[src/rtl/sdram_arbiter_if.sv]
// Bus between the SDRAM arbiter and its two engines plus the SDRAM pins.
// The master modport is the arbiter's view; slave is the engine/pin side.
interface sdram_arbiter_if;
  logic        wr_req;
  logic        rd_req;
  logic        wr_en;
  logic        rd_en;
  logic        wr_ready;
  logic        rd_ready;
  logic [2:0]  wr_command;
  logic [11:0] wr_addr;
  logic [1:0]  wr_bank;
  logic [15:0] wr_data;
  logic [1:0]  wr_mask;
  logic [2:0]  rd_command;
  logic [11:0] rd_addr;
  logic [1:0]  rd_bank;
  logic [1:0]  rd_mask;
  logic        auto_refresh;
  logic [2:0]  sd_command;
  logic [11:0] sd_addr;
  logic [1:0]  sd_bank;
  logic [15:0] sd_data;
  logic [1:0]  sd_mask;
  logic        sd_data_oe;
  logic        busy;

  modport master (
    input  wr_req, rd_req, wr_ready, rd_ready,
    input  wr_command, wr_addr, wr_bank, wr_data, wr_mask,
    input  rd_command, rd_addr, rd_bank, rd_mask,
    output wr_en, rd_en, auto_refresh,
    output sd_command, sd_addr, sd_bank, sd_data, sd_mask, sd_data_oe, busy
  );

  modport slave (
    output wr_req, rd_req, wr_ready, rd_ready,
    output wr_command, wr_addr, wr_bank, wr_data, wr_mask,
    output rd_command, rd_addr, rd_bank, rd_mask,
    input  wr_en, rd_en, auto_refresh,
    input  sd_command, sd_addr, sd_bank, sd_data, sd_mask, sd_data_oe, busy
  );
endinterface

[src/rtl/sdram_arbiter.sv]
// Shares the SDRAM pins between the write and read engines, round-robin with a
// hold limit, and issues AUTO REFRESH itself when a refresh tick goes unowned.
module sdram_arbiter #(
  parameter int REFRESH_INTERVAL = 1560,
  parameter int T_RFC            = 10,
  parameter int GRANT_MAX        = 512
) (
  input  logic           clk,
  input  logic           rst,
  sdram_arbiter_if.master bus
);

  localparam logic [2:0] SDRAM_CMD_NOP = 3'b111;
  localparam logic [2:0] SDRAM_CMD_AR  = 3'b001;

  localparam int HOLD_W = (GRANT_MAX < 1) ? 1 : $clog2(GRANT_MAX + 1);
  localparam int RFC_W  = (T_RFC < 1) ? 1 : $clog2(T_RFC + 1);

  localparam logic [15:0]       REF_RELOAD = 16'(REFRESH_INTERVAL - 1);
  localparam logic [HOLD_W-1:0] HOLD_MAX   = HOLD_W'(GRANT_MAX);
  localparam logic [RFC_W-1:0]  RFC_LAST   = RFC_W'(T_RFC);

  typedef enum logic [2:0] {
    IDLE    = 3'd0,
    REFRESH = 3'd1,
    WR_OWN  = 3'd2,
    RD_OWN  = 3'd3,
    RELEASE = 3'd4
  } state_t;

  typedef enum logic {
    GRANT_WR = 1'b0,
    GRANT_RD = 1'b1
  } grant_t;

  state_t            state;
  grant_t            last_grant;
  logic [15:0]       ref_cnt;
  logic [HOLD_W-1:0] hold_cnt;
  logic [RFC_W-1:0]  rfc_cnt;
  logic              refresh_pending;
  logic              wr_en_q;
  logic              rd_en_q;
  logic              auto_refresh_q;

  logic tick;
  logic wr_drop;
  logic rd_drop;
  logic keep_bus;

  assign tick    = (ref_cnt == 16'd0);
  assign wr_drop = !bus.wr_req || ((hold_cnt == HOLD_MAX) && bus.rd_req);
  assign rd_drop = !bus.rd_req || ((hold_cnt == HOLD_MAX) && bus.wr_req);
  // An engine owns a tick only if it holds the bus on both sides of the tick edge.
  assign keep_bus = ((state == WR_OWN) && !wr_drop) || ((state == RD_OWN) && !rd_drop);

  always_ff @(posedge clk or negedge rst) begin
    if (!rst) begin
      state           <= IDLE;
      last_grant      <= GRANT_RD;
      ref_cnt         <= REF_RELOAD;
      hold_cnt        <= '0;
      rfc_cnt         <= '0;
      refresh_pending <= 1'b0;
      wr_en_q         <= 1'b0;
      rd_en_q         <= 1'b0;
      auto_refresh_q  <= 1'b0;
    end else begin
      auto_refresh_q <= tick;
      ref_cnt        <= tick ? REF_RELOAD : (ref_cnt - 16'd1);

      case (state)
        IDLE: begin
          if (refresh_pending) begin
            state   <= REFRESH;
            rfc_cnt <= '0;
          end else if (bus.wr_req && (!bus.rd_req || (last_grant == GRANT_RD))) begin
            state      <= WR_OWN;
            wr_en_q    <= 1'b1;
            last_grant <= GRANT_WR;
            hold_cnt   <= '0;
          end else if (bus.rd_req) begin
            state      <= RD_OWN;
            rd_en_q    <= 1'b1;
            last_grant <= GRANT_RD;
            hold_cnt   <= '0;
          end
        end

        REFRESH: begin
          if (rfc_cnt == RFC_LAST) begin
            state           <= IDLE;
            refresh_pending <= 1'b0;
          end else begin
            rfc_cnt <= rfc_cnt + RFC_W'(1);
          end
        end

        WR_OWN: begin
          if (wr_drop) begin
            wr_en_q <= 1'b0;
            state   <= RELEASE;
          end else if (bus.rd_req && (hold_cnt != HOLD_MAX)) begin
            hold_cnt <= hold_cnt + HOLD_W'(1);
          end
        end

        RD_OWN: begin
          if (rd_drop) begin
            rd_en_q <= 1'b0;
            state   <= RELEASE;
          end else if (bus.wr_req && (hold_cnt != HOLD_MAX)) begin
            hold_cnt <= hold_cnt + HOLD_W'(1);
          end
        end

        RELEASE: begin
          if ((last_grant == GRANT_WR) ? bus.wr_ready : bus.rd_ready) begin
            state <= IDLE;
          end
        end

        default: state <= IDLE;
      endcase

      // A new tick overrides the end-of-refresh clear so it is never lost.
      if (tick) begin
        refresh_pending <= !keep_bus;
      end
    end
  end

  assign bus.wr_en        = wr_en_q;
  assign bus.rd_en        = rd_en_q;
  assign bus.auto_refresh = auto_refresh_q;
  assign bus.busy         = (state != IDLE);

  logic wr_sel;
  logic rd_sel;

  assign wr_sel = (state == WR_OWN) || ((state == RELEASE) && (last_grant == GRANT_WR));
  assign rd_sel = (state == RD_OWN) || ((state == RELEASE) && (last_grant == GRANT_RD));

  // Pin mux depends only on registered state, so a command never straddles a handover.
  always_comb begin
    bus.sd_command = SDRAM_CMD_NOP;
    bus.sd_addr    = 12'd0;
    bus.sd_bank    = 2'd0;
    bus.sd_data    = 16'd0;
    bus.sd_mask    = 2'd0;
    bus.sd_data_oe = 1'b0;
    if (wr_sel) begin
      bus.sd_command = bus.wr_command;
      bus.sd_addr    = bus.wr_addr;
      bus.sd_bank    = bus.wr_bank;
      bus.sd_data    = bus.wr_data;
      bus.sd_mask    = bus.wr_mask;
      bus.sd_data_oe = 1'b1;
    end else if (rd_sel) begin
      bus.sd_command = bus.rd_command;
      bus.sd_addr    = bus.rd_addr;
      bus.sd_bank    = bus.rd_bank;
      bus.sd_mask    = bus.rd_mask;
    end else if ((state == REFRESH) && (rfc_cnt == '0)) begin
      bus.sd_command = SDRAM_CMD_AR;
    end
  end

endmodule

[src/flat_wrapper.sv]
// flat-port wrapper written by rule: the top's interface ports become plain ports
module sdram_arbiter_flat 
#(
  parameter int REFRESH_INTERVAL = 1560,
  parameter int T_RFC            = 10,
  parameter int GRANT_MAX        = 512
)
  (clk, rst, bus_wr_req, bus_rd_req, bus_wr_ready, bus_rd_ready, bus_wr_command, bus_wr_addr, bus_wr_bank, bus_wr_data, bus_wr_mask, bus_rd_command, bus_rd_addr, bus_rd_bank, bus_rd_mask, bus_wr_en, bus_rd_en, bus_auto_refresh, bus_sd_command, bus_sd_addr, bus_sd_bank, bus_sd_data, bus_sd_mask, bus_sd_data_oe, bus_busy);
  sdram_arbiter_if bus_i ();
  input  logic clk;
  input  logic rst;
  input wire logic [$bits(bus_i.wr_req)-1:0] bus_wr_req;
  input wire logic [$bits(bus_i.rd_req)-1:0] bus_rd_req;
  input wire logic [$bits(bus_i.wr_ready)-1:0] bus_wr_ready;
  input wire logic [$bits(bus_i.rd_ready)-1:0] bus_rd_ready;
  input wire logic [$bits(bus_i.wr_command)-1:0] bus_wr_command;
  input wire logic [$bits(bus_i.wr_addr)-1:0] bus_wr_addr;
  input wire logic [$bits(bus_i.wr_bank)-1:0] bus_wr_bank;
  input wire logic [$bits(bus_i.wr_data)-1:0] bus_wr_data;
  input wire logic [$bits(bus_i.wr_mask)-1:0] bus_wr_mask;
  input wire logic [$bits(bus_i.rd_command)-1:0] bus_rd_command;
  input wire logic [$bits(bus_i.rd_addr)-1:0] bus_rd_addr;
  input wire logic [$bits(bus_i.rd_bank)-1:0] bus_rd_bank;
  input wire logic [$bits(bus_i.rd_mask)-1:0] bus_rd_mask;
  output wire logic [$bits(bus_i.wr_en)-1:0] bus_wr_en;
  output wire logic [$bits(bus_i.rd_en)-1:0] bus_rd_en;
  output wire logic [$bits(bus_i.auto_refresh)-1:0] bus_auto_refresh;
  output wire logic [$bits(bus_i.sd_command)-1:0] bus_sd_command;
  output wire logic [$bits(bus_i.sd_addr)-1:0] bus_sd_addr;
  output wire logic [$bits(bus_i.sd_bank)-1:0] bus_sd_bank;
  output wire logic [$bits(bus_i.sd_data)-1:0] bus_sd_data;
  output wire logic [$bits(bus_i.sd_mask)-1:0] bus_sd_mask;
  output wire logic [$bits(bus_i.sd_data_oe)-1:0] bus_sd_data_oe;
  output wire logic [$bits(bus_i.busy)-1:0] bus_busy;
  assign bus_i.wr_req = bus_wr_req;
  assign bus_i.rd_req = bus_rd_req;
  assign bus_i.wr_ready = bus_wr_ready;
  assign bus_i.rd_ready = bus_rd_ready;
  assign bus_i.wr_command = bus_wr_command;
  assign bus_i.wr_addr = bus_wr_addr;
  assign bus_i.wr_bank = bus_wr_bank;
  assign bus_i.wr_data = bus_wr_data;
  assign bus_i.wr_mask = bus_wr_mask;
  assign bus_i.rd_command = bus_rd_command;
  assign bus_i.rd_addr = bus_rd_addr;
  assign bus_i.rd_bank = bus_rd_bank;
  assign bus_i.rd_mask = bus_rd_mask;
  assign bus_wr_en = bus_i.wr_en;
  assign bus_rd_en = bus_i.rd_en;
  assign bus_auto_refresh = bus_i.auto_refresh;
  assign bus_sd_command = bus_i.sd_command;
  assign bus_sd_addr = bus_i.sd_addr;
  assign bus_sd_bank = bus_i.sd_bank;
  assign bus_sd_data = bus_i.sd_data;
  assign bus_sd_mask = bus_i.sd_mask;
  assign bus_sd_data_oe = bus_i.sd_data_oe;
  assign bus_busy = bus_i.busy;
  sdram_arbiter #(.REFRESH_INTERVAL(REFRESH_INTERVAL), .T_RFC(T_RFC), .GRANT_MAX(GRANT_MAX)) u_core (.clk(clk), .rst(rst), .bus(bus_i));
endmodule
[config.mk]
export PLATFORM = sky130hd
export DESIGN_NAME = sdram_arbiter_flat
export DESIGN_NICKNAME = d
export VERILOG_FILES = /design/src/rtl/sdram_arbiter_if.sv /design/src/rtl/sdram_arbiter.sv /design/src/flat_wrapper.sv
export SDC_FILE = /design/constraint.sdc
export NUM_CORES = 1
export LEC_CHECK = 0
export ABC_AREA = 1
export CAP_MARGIN = 20
export CORE_MARGIN = 8
export CORE_UTILIZATION = 40
export DETAILED_ROUTE_END_ITERATION = 16
export GPL_TIMING_DRIVEN = 0
export PLACE_DENSITY = 0.73
export REMOVE_ABC_BUFFERS = 1
export SETUP_SLACK_MARGIN = 0.4
export SKIP_CTS_REPAIR_TIMING = 1
export SYNTH_ARGS = -nofsm -noshare
export SYNTH_HDL_FRONTEND = slang
export SYNTH_SLANG_ARGS = --single-unit
[constraint.sdc]
create_clock -name clk -period 3.08 [get_ports clk]
set_input_delay 0.616 -clock clk [delete_from_list [all_inputs] [get_ports clk]]
set_output_delay 0.616 -clock clk [all_outputs]
set_load 0.02 [all_outputs]
==> out/metrics.yaml <==
route:
  drt_wl_total_mm: 8.51
  detail_route.first_pass.iterations: 4
  detail-route-antenna-nets: 0
  detail_route.vias_per_cell: 5.05
  wl_cell_um: 14.8
  initialDrtViolationCount: 98
  route.vias.total: 2906
  drc: 0
clocking:
  cts_root_buf: "clkbuf_8"
  clock-sinks: 38
  htree_levels: 2
  cts-buffers-inserted: 5
  worst_skew_pair_later_pin_latency_ns: 0.30
  tritoncts: "done"
  cts.reportedPaths.clkPinSlew_ns: 0.08
  cts.path.max_buffers: 2
placement:
  dp.final_hpwl_mm: 6.48
  buffer_ports.inserted: 99
  gp_congestion: 0.915
worst_setup_path:
  cp_required_ns: 2.46
  timing.critical_path.to_type: "primary output"
  timing.critical_path.max_delay_family: "buffers and inverters"
  path_class: "register to primary output"
  cpMaxStageDelayCell: "clkdlybuf4s50_1"
  setup.worst_path.start_class: "register"
  cp.buffers_inverters: 2
  worst-endpoint-arrival_ns: 2.18
  critical_path.max_fanout: 19
  critical_path.cell_chain: "nor2_4 -> nand2_1 -> nand2_4 -> inv_4 -> nor2_1 -> clkdlybuf4s50_1"
  worst_path_largest_cell_delay_ns: 0.65
power:
  p_leak_nw: 2.45
  power_report.internal_total_mw: 1.59
  netSwitchingPower_mw: 1.24
  p_sw_share_pct: 43.9
  share_seq_of_total_power_pct: 22.5
  total_power_mw: 2.83
  comb_power_share_pct: 62.7
  share_of_total_power_in_the_clock_network_pct: 14.8
  power.density_nw_per_um2: 697
  worst_vdd_ir_mv: 0.283
global_route:
  grt_overflow: 0
  first_global_vias: 2629
  global_route.usage.total_pct: 17.2
  grt_max_degree: 39
  antenna_violations_before_repair: 0
  first_pass_grt_wire_length_mm: 13.6
timing:
  grt_setup_unrepaired: "true"
  post-route-period-util_pct: 90.9
  clock_skew_ns: 0.00722
  fmax_ghz: 0.357
  maxSlewHeadroom_pct: 44.8
  finalHoldViolations: 0
  layout_min_cycle_time_ns: 2.80
  setup-violations-final: 0
  drv_slew: 0
  worstMarginPinSlew_ns: 0.828
synth:
  synthFlopType: "dfrtp_1"
  netlist_instances: 382
  synth.yosys.warnings: 0
  seq_area_frac_synth_pct: 35.8
  yosysUniqueCellTypes: 37
  netlist_top_cells_area: "dfrtp_1 (29%), nand2_1 (9.7%), inv_1 (9.4%)"
  post_synthesis_async_set_or_reset_flop_share_pct: 100
  ys_ff_latch: 38
  synth_largest_type_area_fraction_pct: 28.9
  yosys.area.top_type: "dfrtp_1"
  avgSynthCellArea_sq_um: 7.03
  synth_edf_count: 0
  netlist_area_sq_um: 2680
status:
  outcome: "finished, final reports clean"
floorplan:
  die_ar_sq_um: 9590
  num_io_pins: 100
  placeableCoreArea_sq_um: 6640
  die_w_um: 97.9
  chipHeight_um: 97.9
  placement_rows: 30
  start_util_pct: 40.4
cells_and_area:
  layout.core_utilization_pct: 61.0
  n_antenna_cell: 0
  final_nets: 562
  area_delta_synth_final_pct: 51.0
  layout-drive-gt1-share_pct: 9.27
flow_run:
  cap_viol_max_count: 0
worst_hold_path:
  worst_hold_path_type: "primary input to async pin"
## synth_stat cells (3+ instances only)
cell type  number
nand2_1        69
a22o_1         16
nand3_1        29
a21oi_1        11
o21ai_0        13
nor2_1         66
nor3_1         10
buf_2           3
ha_1            7
nand2_4         4
xor2_1          7
dfrtp_1        31
nand4_1        13
inv_1          67
dfstp_2         7
## power groups by stage
stage                     Clock [mW]  Combinational [mW]  Sequential [mW]
after floorplan                    0               0.934            0.641
after global placement             0                1.65            0.635
after detailed placement           0                1.66            0.638
after CTS                      0.433                1.67            0.627
after global routing           0.454                1.91            0.643
final                          0.419                1.77            0.634
## layout by cell type, fill, tap and decap left out, types with 2 or more instances in the layout
cell type and instances:
a21oi_1 11, a22o_1 16, a31oi_1 2, buf_4 11
clkbuf_1 2, clkbuf_8 5, clkdlybuf4s50_1 63, dfrtp_1 29
dfrtp_2 2, dfstp_2 7, dlymetal6s2s_1 35, ha_1 7
inv_1 67, nand2_1 69, nand2_4 6, nand3_1 29
nand4_1 13, nor2_1 66, nor2_4 3, nor3_1 10
nor4_1 2, o21ai_0 13, o21ai_2 2, or2_2 2
xor2_1 7
## routing by layer
layer	GRT usage (%)	up-vias	part of all wire, %	wire length [um]
li1	-	1457	-	-
met1	20.9	1354	45	3830
met2	29.2	90	47	4010
met3	4.69	5	7.1	604
met4	3.96	0	0.76	65
met5	0	-	0	0
## through the flow
step	instances	instance area, sq um	worst slack [ns]	hold WS, ns	TNS, ns
after global placement	556	3740	0.309	0.448	0
after detailed placement	556	3740	0.274	0.453	0
final	576	4050	0.282	0.409	0
after global routing	576	4050	0.167	0.487	0
after CTS	564	3840	-0.0590	0.458	-0.288
after floorplan	377	2650	0.883	0.320	0
## cells by family after synthesis
| family | synth area share [%] |
|---|---|
| compound gates | 13.3 |
| flops | 35.8 |
| xor+xnor | 2.28 |
| fa+ha+maj | 3.26 |
| buf+inv | 10.9 |
| simple gates | 34.5 |
## final cells by class
| type | instances | area [sq um] |
|---|---|---|
| Tap cell | 80 | 100 |
| Timing Repair Buffer | 111 | 1180 |
| Sequential cell | 38 | 962 |
| Inverter | 69 | 262 |
| Clock buffer | 7 | 76.3 |
| Clock inverter | 1 | 30.0 |
| Multi-Input combinational cell | 270 | 1450 |
| Fill cell | 586 | 2590 |
## sequential cells by signal (all words and copies together), names as in the netlist
signal,cells
u_core.bus.auto_refresh,1
u_core.bus.rd_en,1
u_core.bus.wr_en,1
u_core.hold_cnt,10
u_core.last_grant,1
u_core.ref_cnt,16
u_core.refresh_pending,1
u_core.rfc_cnt,4
u_core.state,3
## final timing paths
check                                        from                      to  slack [ns]  cells after the start
worst min register to register  u_core.ref_cnt[0]       u_core.ref_cnt[0]        0.47                      1
min in group clk                u_core.ref_cnt[0]       u_core.ref_cnt[0]        0.47                      1
max in group asynchronous                     rst         u_core.state[1]        2.10                      1
worst max register to register  u_core.ref_cnt[0]  u_core.refresh_pending        1.27                      7
worst max-delay path              u_core.state[0]          bus_sd_data[5]        0.28                      6
worst min-delay path                          rst      u_core.hold_cnt[6]        0.41                      1
Power figures use the tool's default switching activity.
